`src/rtl/chan_scan_pkg.sv`:
```
// chan_scan_pkg: shared mode constants and scan FSM state type for chan_scan_mux
package chan_scan_pkg;
  localparam logic MODE_MANUAL = 1'b0;
  localparam logic MODE_SCAN   = 1'b1;
  typedef enum logic [1:0] {IDLE, WAIT, HOLD} scan_state_t;
endpackage

```
`src/rtl/rr_next_enabled.sv`:
```
// rr_next_enabled: rotating-priority search for the first set mask bit from a start index
module rr_next_enabled #(
  parameter int N     = 16,
  parameter int SEL_W = $clog2(N)
) (
  input  logic [N-1:0]     mask_i,
  input  logic [SEL_W-1:0] start_i,
  input  logic             incl_i,
  output logic [SEL_W-1:0] idx_o,
  output logic             found_o
);
  always_comb begin
    idx_o   = '0;
    found_o = 1'b0;
    // Walk offsets from farthest to nearest so the nearest hit wins
    for (int k = N; k >= 1; k--) begin
      if (mask_i[(int'(start_i) + k - int'(incl_i)) % N]) begin
        idx_o   = SEL_W'((int'(start_i) + k - int'(incl_i)) % N);
        found_o = 1'b1;
      end
    end
  end
endmodule

```
`src/rtl/chan_scan_mux.sv`:
```
// chan_scan_mux: N-channel selector with manual select or masked round-robin scan into a handshaked output register
module chan_scan_mux
  import chan_scan_pkg::*;
#(
  parameter int WIDTH    = 1,
  parameter int CHANNELS = 16,
  parameter int SEL_W    = $clog2(CHANNELS),
  parameter int DWELL_W  = 16
) (
  input  logic                      clk,
  input  logic                      reset,
  input  logic [CHANNELS*WIDTH-1:0] din,
  input  logic [SEL_W-1:0]          sel,
  input  logic                      mode,
  input  logic [CHANNELS-1:0]       enable_mask,
  input  logic [DWELL_W-1:0]        dwell,
  output logic [WIDTH-1:0]          dout,
  output logic [SEL_W-1:0]          dout_ch,
  output logic                      dout_valid,
  input  logic                      dout_ready
);
  scan_state_t        state_q, state_d;
  logic [SEL_W-1:0]   cur_ch_q, cur_ch_d, dout_ch_q, dout_ch_d, cap_ch, sel_eff;
  logic [SEL_W-1:0]   inc_idx, exc_idx;
  logic [DWELL_W-1:0] cnt_q, cnt_d;
  logic [WIDTH-1:0]   dout_q, dout_d;
  logic               valid_q, valid_d, inc_found, exc_found, free, xfer, cap;

  rr_next_enabled #(.N(CHANNELS), .SEL_W(SEL_W)) u_inc (
    .mask_i(enable_mask), .start_i(cur_ch_q), .incl_i(1'b1), .idx_o(inc_idx), .found_o(inc_found)
  );
  rr_next_enabled #(.N(CHANNELS), .SEL_W(SEL_W)) u_exc (
    .mask_i(enable_mask), .start_i(cur_ch_q), .incl_i(1'b0), .idx_o(exc_idx), .found_o(exc_found)
  );

  always_comb begin
    free     = !valid_q || dout_ready;
    xfer     = valid_q && dout_ready;
    sel_eff  = (int'(sel) < CHANNELS) ? sel : '0;
    state_d  = state_q;
    cur_ch_d = cur_ch_q;
    cnt_d    = cnt_q;
    cap      = 1'b0;
    cap_ch   = cur_ch_q;
    if (mode == MODE_MANUAL) begin
      state_d = IDLE;
      cap     = free;
      cap_ch  = sel_eff;
    end else begin
      case (state_q)
        IDLE: if (inc_found) begin
          cur_ch_d = inc_idx;
          cnt_d    = '0;
          state_d  = WAIT;
        end
        // >= keeps a live dwell decrease or a stalled register from skipping the sample
        WAIT: if (!enable_mask[cur_ch_q]) state_d = IDLE;
          else if (cnt_q >= dwell && free) begin
            cap     = 1'b1;
            state_d = HOLD;
          end else cnt_d = (&cnt_q) ? cnt_q : cnt_q + DWELL_W'(1);
        HOLD: if (xfer) begin
          cur_ch_d = exc_found ? exc_idx : cur_ch_q;
          cnt_d    = '0;
          state_d  = exc_found ? WAIT : IDLE;
        end
        default: state_d = IDLE;
      endcase
    end
    dout_d    = cap ? din[int'(cap_ch)*WIDTH +: WIDTH] : dout_q;
    dout_ch_d = cap ? cap_ch : dout_ch_q;
    valid_d   = cap || (valid_q && !dout_ready);
  end

  always_ff @(posedge clk) begin
    if (reset) begin
      state_q   <= IDLE;
      cur_ch_q  <= '0;
      cnt_q     <= '0;
      dout_q    <= '0;
      dout_ch_q <= '0;
      valid_q   <= 1'b0;
    end else begin
      state_q   <= state_d;
      cur_ch_q  <= cur_ch_d;
      cnt_q     <= cnt_d;
      dout_q    <= dout_d;
      dout_ch_q <= dout_ch_d;
      valid_q   <= valid_d;
    end
  end

  assign dout       = dout_q;
  assign dout_ch    = dout_ch_q;
  assign dout_valid = valid_q;
endmodule

```
`config.mk`:
```
export PLATFORM = sky130hd
export DESIGN_NAME = chan_scan_mux
export DESIGN_NICKNAME = d
export VERILOG_FILES = /design/src/rtl/chan_scan_pkg.sv /design/src/rtl/rr_next_enabled.sv /design/src/rtl/chan_scan_mux.sv
export SDC_FILE = /design/constraint.sdc
export NUM_CORES = 1
export LEC_CHECK = 0
export CORE_MARGIN = 4
export CORE_UTILIZATION = 48
export CTS_CLUSTER_SIZE = 8
export DETAILED_ROUTE_END_ITERATION = 7
export PLACE_DENSITY = 0.78
export SYNTH_ARGS = -nofsm -noshare
export SYNTH_HDL_FRONTEND = slang
export SYNTH_SLANG_ARGS = --single-unit
```
`constraint.sdc`:
```
create_clock -name clk -period 12.25 [get_ports clk]
set_clock_uncertainty 0.15 [all_clocks]
set_input_delay 2.45 -clock clk [delete_from_list [all_inputs] [get_ports clk]]
set_output_delay 2.45 -clock clk [all_outputs]
set_load 0.005 [all_outputs]
```
==> summary.txt <==
Global route
  • Initial antenna violation count: 0
  • Largest net degree at the start of global routing: 55
  • First-pass GRT wire length: 31400 µm
  • Vias in the first global route: 5983
  • GRT Util Overall: 26.7%
  • Global route overflow: 0

Critical path
  • R2r setup slk: 5.88 ns
  • Worst Path Arrival: 6.86 ns
  • R2r worst-path depth: 14
  • Crit path launch type: input pin
  • Reg2reg end: cur_ch_q[0]
  • Worst setup path startpoint: enable_mask[3]
  • Critical Path RT: 12.26 ns
  • Critical path endpoint: cur_ch_q[0]
  • Worst-path fanout max: 30
  • Worst flop-to-flop path startpoint: cur_ch_q[1]
  • Worst Setup End Kind: flop
  • WS Path Type: input pin to flop

Layout
  • Fin cells: 934
  • Final Util: 55.9%
  • Antenna fix cells: 0
  • Final net count: 851
  • Layout cells sized above 1: 14.5%
  • Synth-to-layout area growth: 13.0%

Run status
  • Status: finished clean

Logic synthesis
  • Yosys top cell area share: 16.2%
  • Count of cell types in the netlist: 81
  • FF+latch count, synth: 28
  • Register area share after synthesis: 9.36%
  • Top cell type by total area after synthesis: mux4_2
  • EDFF count, synth: 0
  • Ys async rst share: 0%
  • Syn Area/Cell: 8.17 µm²
  • Syn Std Cell Area: 5990 µm²
  • Post-Syn Nets: 817
  • Synth warn: 0
  • Area contributors post-synth: mux4_2 (16%), dfxtp_1 (9.4%), mux2i_1 (9.0%)
  • Synth Flop Type: dfxtp_1
  • Post-Synthesis Cells: 733

Clocking
  • CTS resizes: 0
  • Clock Path Buffers: 2
  • Clock slew at reported path FFs: 0.07 ns
  • Clk root buf: clkbuf_16
  • Post-CTS Setup Bufs: 0
  • CTS Sinks: 28
  • CTS tree: yes
  • CTS buffer count: 3
  • Hold-fix buffers, CTS: 0
  • Clock latency at the later pin of the worst-skew pair: 0.26 ns
  • # H-tree levels: 1

Timing
  • Hold WS: 0.363 ns
  • Final Cycle Share: 56.0%
  • Fmax: 146 MHz
  • Worst-margin pin slew: 1.11 ns
  • Setup WS post-layout: 5.39 ns
  • Crit path time final: 6.86 ns
  • TNS Setup: 0 ns
  • Max-slew headroom: 24.2%
  • Max-slew violations: 0
  • RSZ-0062 raised after global routing: no
  • # setup viols final: 0
  • Final Hold Viols: 0

Placement
  • Placer congestion estimate: 1.08
  • Post-DP HPWL: 15100 µm
  • Port buffer count: 61
  • Total placed cells including tap cells: 930
  • Dpl ws: 5.19 ns

Pwr
  • Lkg Pwr: 2.52 nW
  • Power per cell area: 182 nW/µm²
  • Peak supply drop: 108 µV

Routing
  • Antenna viol nets, final: 0
  • Total Wirelength: 19900 µm
  • Wire length per cell: 21.3 µm
  • First-pass detailed-route iteration total: 6
  • # DRC: 0
  • DRT iter0 DRCs: 788
  • Total number of vias: 6330
  • Via/cell ratio: 6.78

Min path
  • Worst hold path class: flop to flop

Die
  • Ports: 62
  • Die Area: 14300 µm²
  • Die W: 120 µm
  • Core ar.: 12100 µm²
  • Die Ht: 120 µm
  • Initial Util: 49.5%
  • Core Rows: 40

Job
  • Maxcap violations: 0
-- metal layers --
metal | track usage (%) | wire length, µm
met1 | 34.1 | 8050
met4 | 13.9 | 1210
met2 | 44.9 | 9310
met5 | 0 | 0
met3 | 2.54 | 1320
-- registers in the layout, summed over array words and instances, names as in the netlist --
name        flops
cnt_q          16
cur_ch_q        4
dout            1
dout_ch         4
dout_valid      1
state_q         2
-- worst min path at each step --
| stage | from | to | slack, ns | cells past startpoint |
|---|---|---|---|---|
| 2_1_floorplan | cnt_q[8] | cnt_q[8] | 0.32 | 2 |
| 3_3_place_gp | dout_ch[0] | dout_ch[0] | 0.34 | 2 |
| 3_5_place_dp | dout_ch[3] | dout_ch[3] | 0.35 | 2 |
| 4_1_cts | dout_ch[3] | dout_ch[3] | 0.36 | 2 |
| 5_1_grt | cnt_q[14] | cnt_q[14] | 0.39 | 2 |
| 6_report | dout_ch[0] | dout_ch[0] | 0.36 | 2 |
-- synth_stat cells, types with 4 or more instances --
| master | n |
|---|---|
| buf_6 | 5 |
| and2_1 | 4 |
| nor2b_1 | 14 |
| or2_2 | 6 |
| or4_1 | 9 |
| nand3_1 | 20 |
| mux4_2 | 43 |
| ha_1 | 28 |
| a21boi_0 | 4 |
| buf_2 | 12 |
| a221oi_1 | 4 |
| a2111oi_0 | 4 |
| xor2_1 | 4 |
| a21o_1 | 6 |
| buf_1 | 5 |
| dfxtp_1 | 28 |
| clkbuf_1 | 19 |
| inv_1 | 35 |
| o31ai_1 | 13 |
| nor3_1 | 12 |
| xnor2_1 | 17 |
| nand2_1 | 59 |
| and3_1 | 12 |
| o21a_1 | 4 |
| o211ai_1 | 6 |
| o22ai_1 | 6 |
| mux2_2 | 23 |
| o32ai_1 | 4 |
| o21ai_0 | 42 |
| nand4_1 | 6 |
| nand2b_1 | 14 |
| a31oi_1 | 7 |
| nor4_1 | 5 |
| mux2i_1 | 54 |
| or3_1 | 7 |
| nor2_1 | 55 |
| a21oi_2 | 10 |
| o32a_1 | 4 |
| a211oi_1 | 15 |
| a21oi_1 | 48 |
-- cells by family after synthesis --
kind of cell             Yosys count  synth area share, %
AND/OR/NAND/NOR                  238                 20.2
flip-flops                        28                 9.36
XOR/XNOR                          23                 3.80
buffers and inverters             79                 6.16
adder cells (fa/ha/maj)           28                 5.85
AO/OA/AOI/OAI                    215                 24.6
multiplexers                     122                 30.0
-- metrics by stage --
stage          power, mW  cell area (µm²)
2_1_floorplan      0.848             5990
3_3_place_gp        1.07             6660
3_5_place_dp        1.09             6660
4_1_cts             1.19             6770
5_1_grt             1.30             6770
6_report            1.23             6770
-- layout by cell type (no fill, tap or decap), types with 5 or more instances in the layout --
master and instances:
a21oi_2 10, and3_1 12, ha_1 28, a31oi_1 7
mux4_2 43, o22ai_1 6, mux2_2 23, nand2_1 59
nor3_1 12, a21o_1 6, xnor2_1 17, or4_1 9
nand3_1 20, mux2i_1 54, clkdlybuf4s50_1 61, a211oi_1 15
o21ai_0 42, o211ai_1 6, buf_4 11, a21oi_1 48
nor2_1 55, inv_1 35, dfxtp_1 27, nand4_1 6
nand2b_1 14, or3_1 7, or2_2 6, nor2b_1 14
nor4_1 5, o31ai_1 13
-- where the power goes --
part           internal (mW)  switching, mW  total [mW]
clock network         0.0652         0.0340      0.0992
registers             0.0964        0.00401       0.100
logic                  0.407          0.625        1.03
total                  0.569          0.663        1.23
-- layout make-up --
class,instances,area [µm²]
clock buffer,3,75.1
clock inverter,1,30.0
fill,1140,5350
inverter,36,135
multi-input combinational,626,5060
sequential,28,562
tap,168,210
timing repair buffer,72,693
-- worst max-delay path: stages --
cell	delay, ns
clkdlybuf4s50_1	0.54
mux4_2	0.66
mux2_2	0.35
mux2i_1	0.27
inv_1	0.13
or4b_1	0.49
or4_4	0.53
o21ai_2	0.87
or4_1	0.23
a211oi_1	0.06
mux2_2	0.27
No activity file was read; power rests on OpenSTA's default activity.
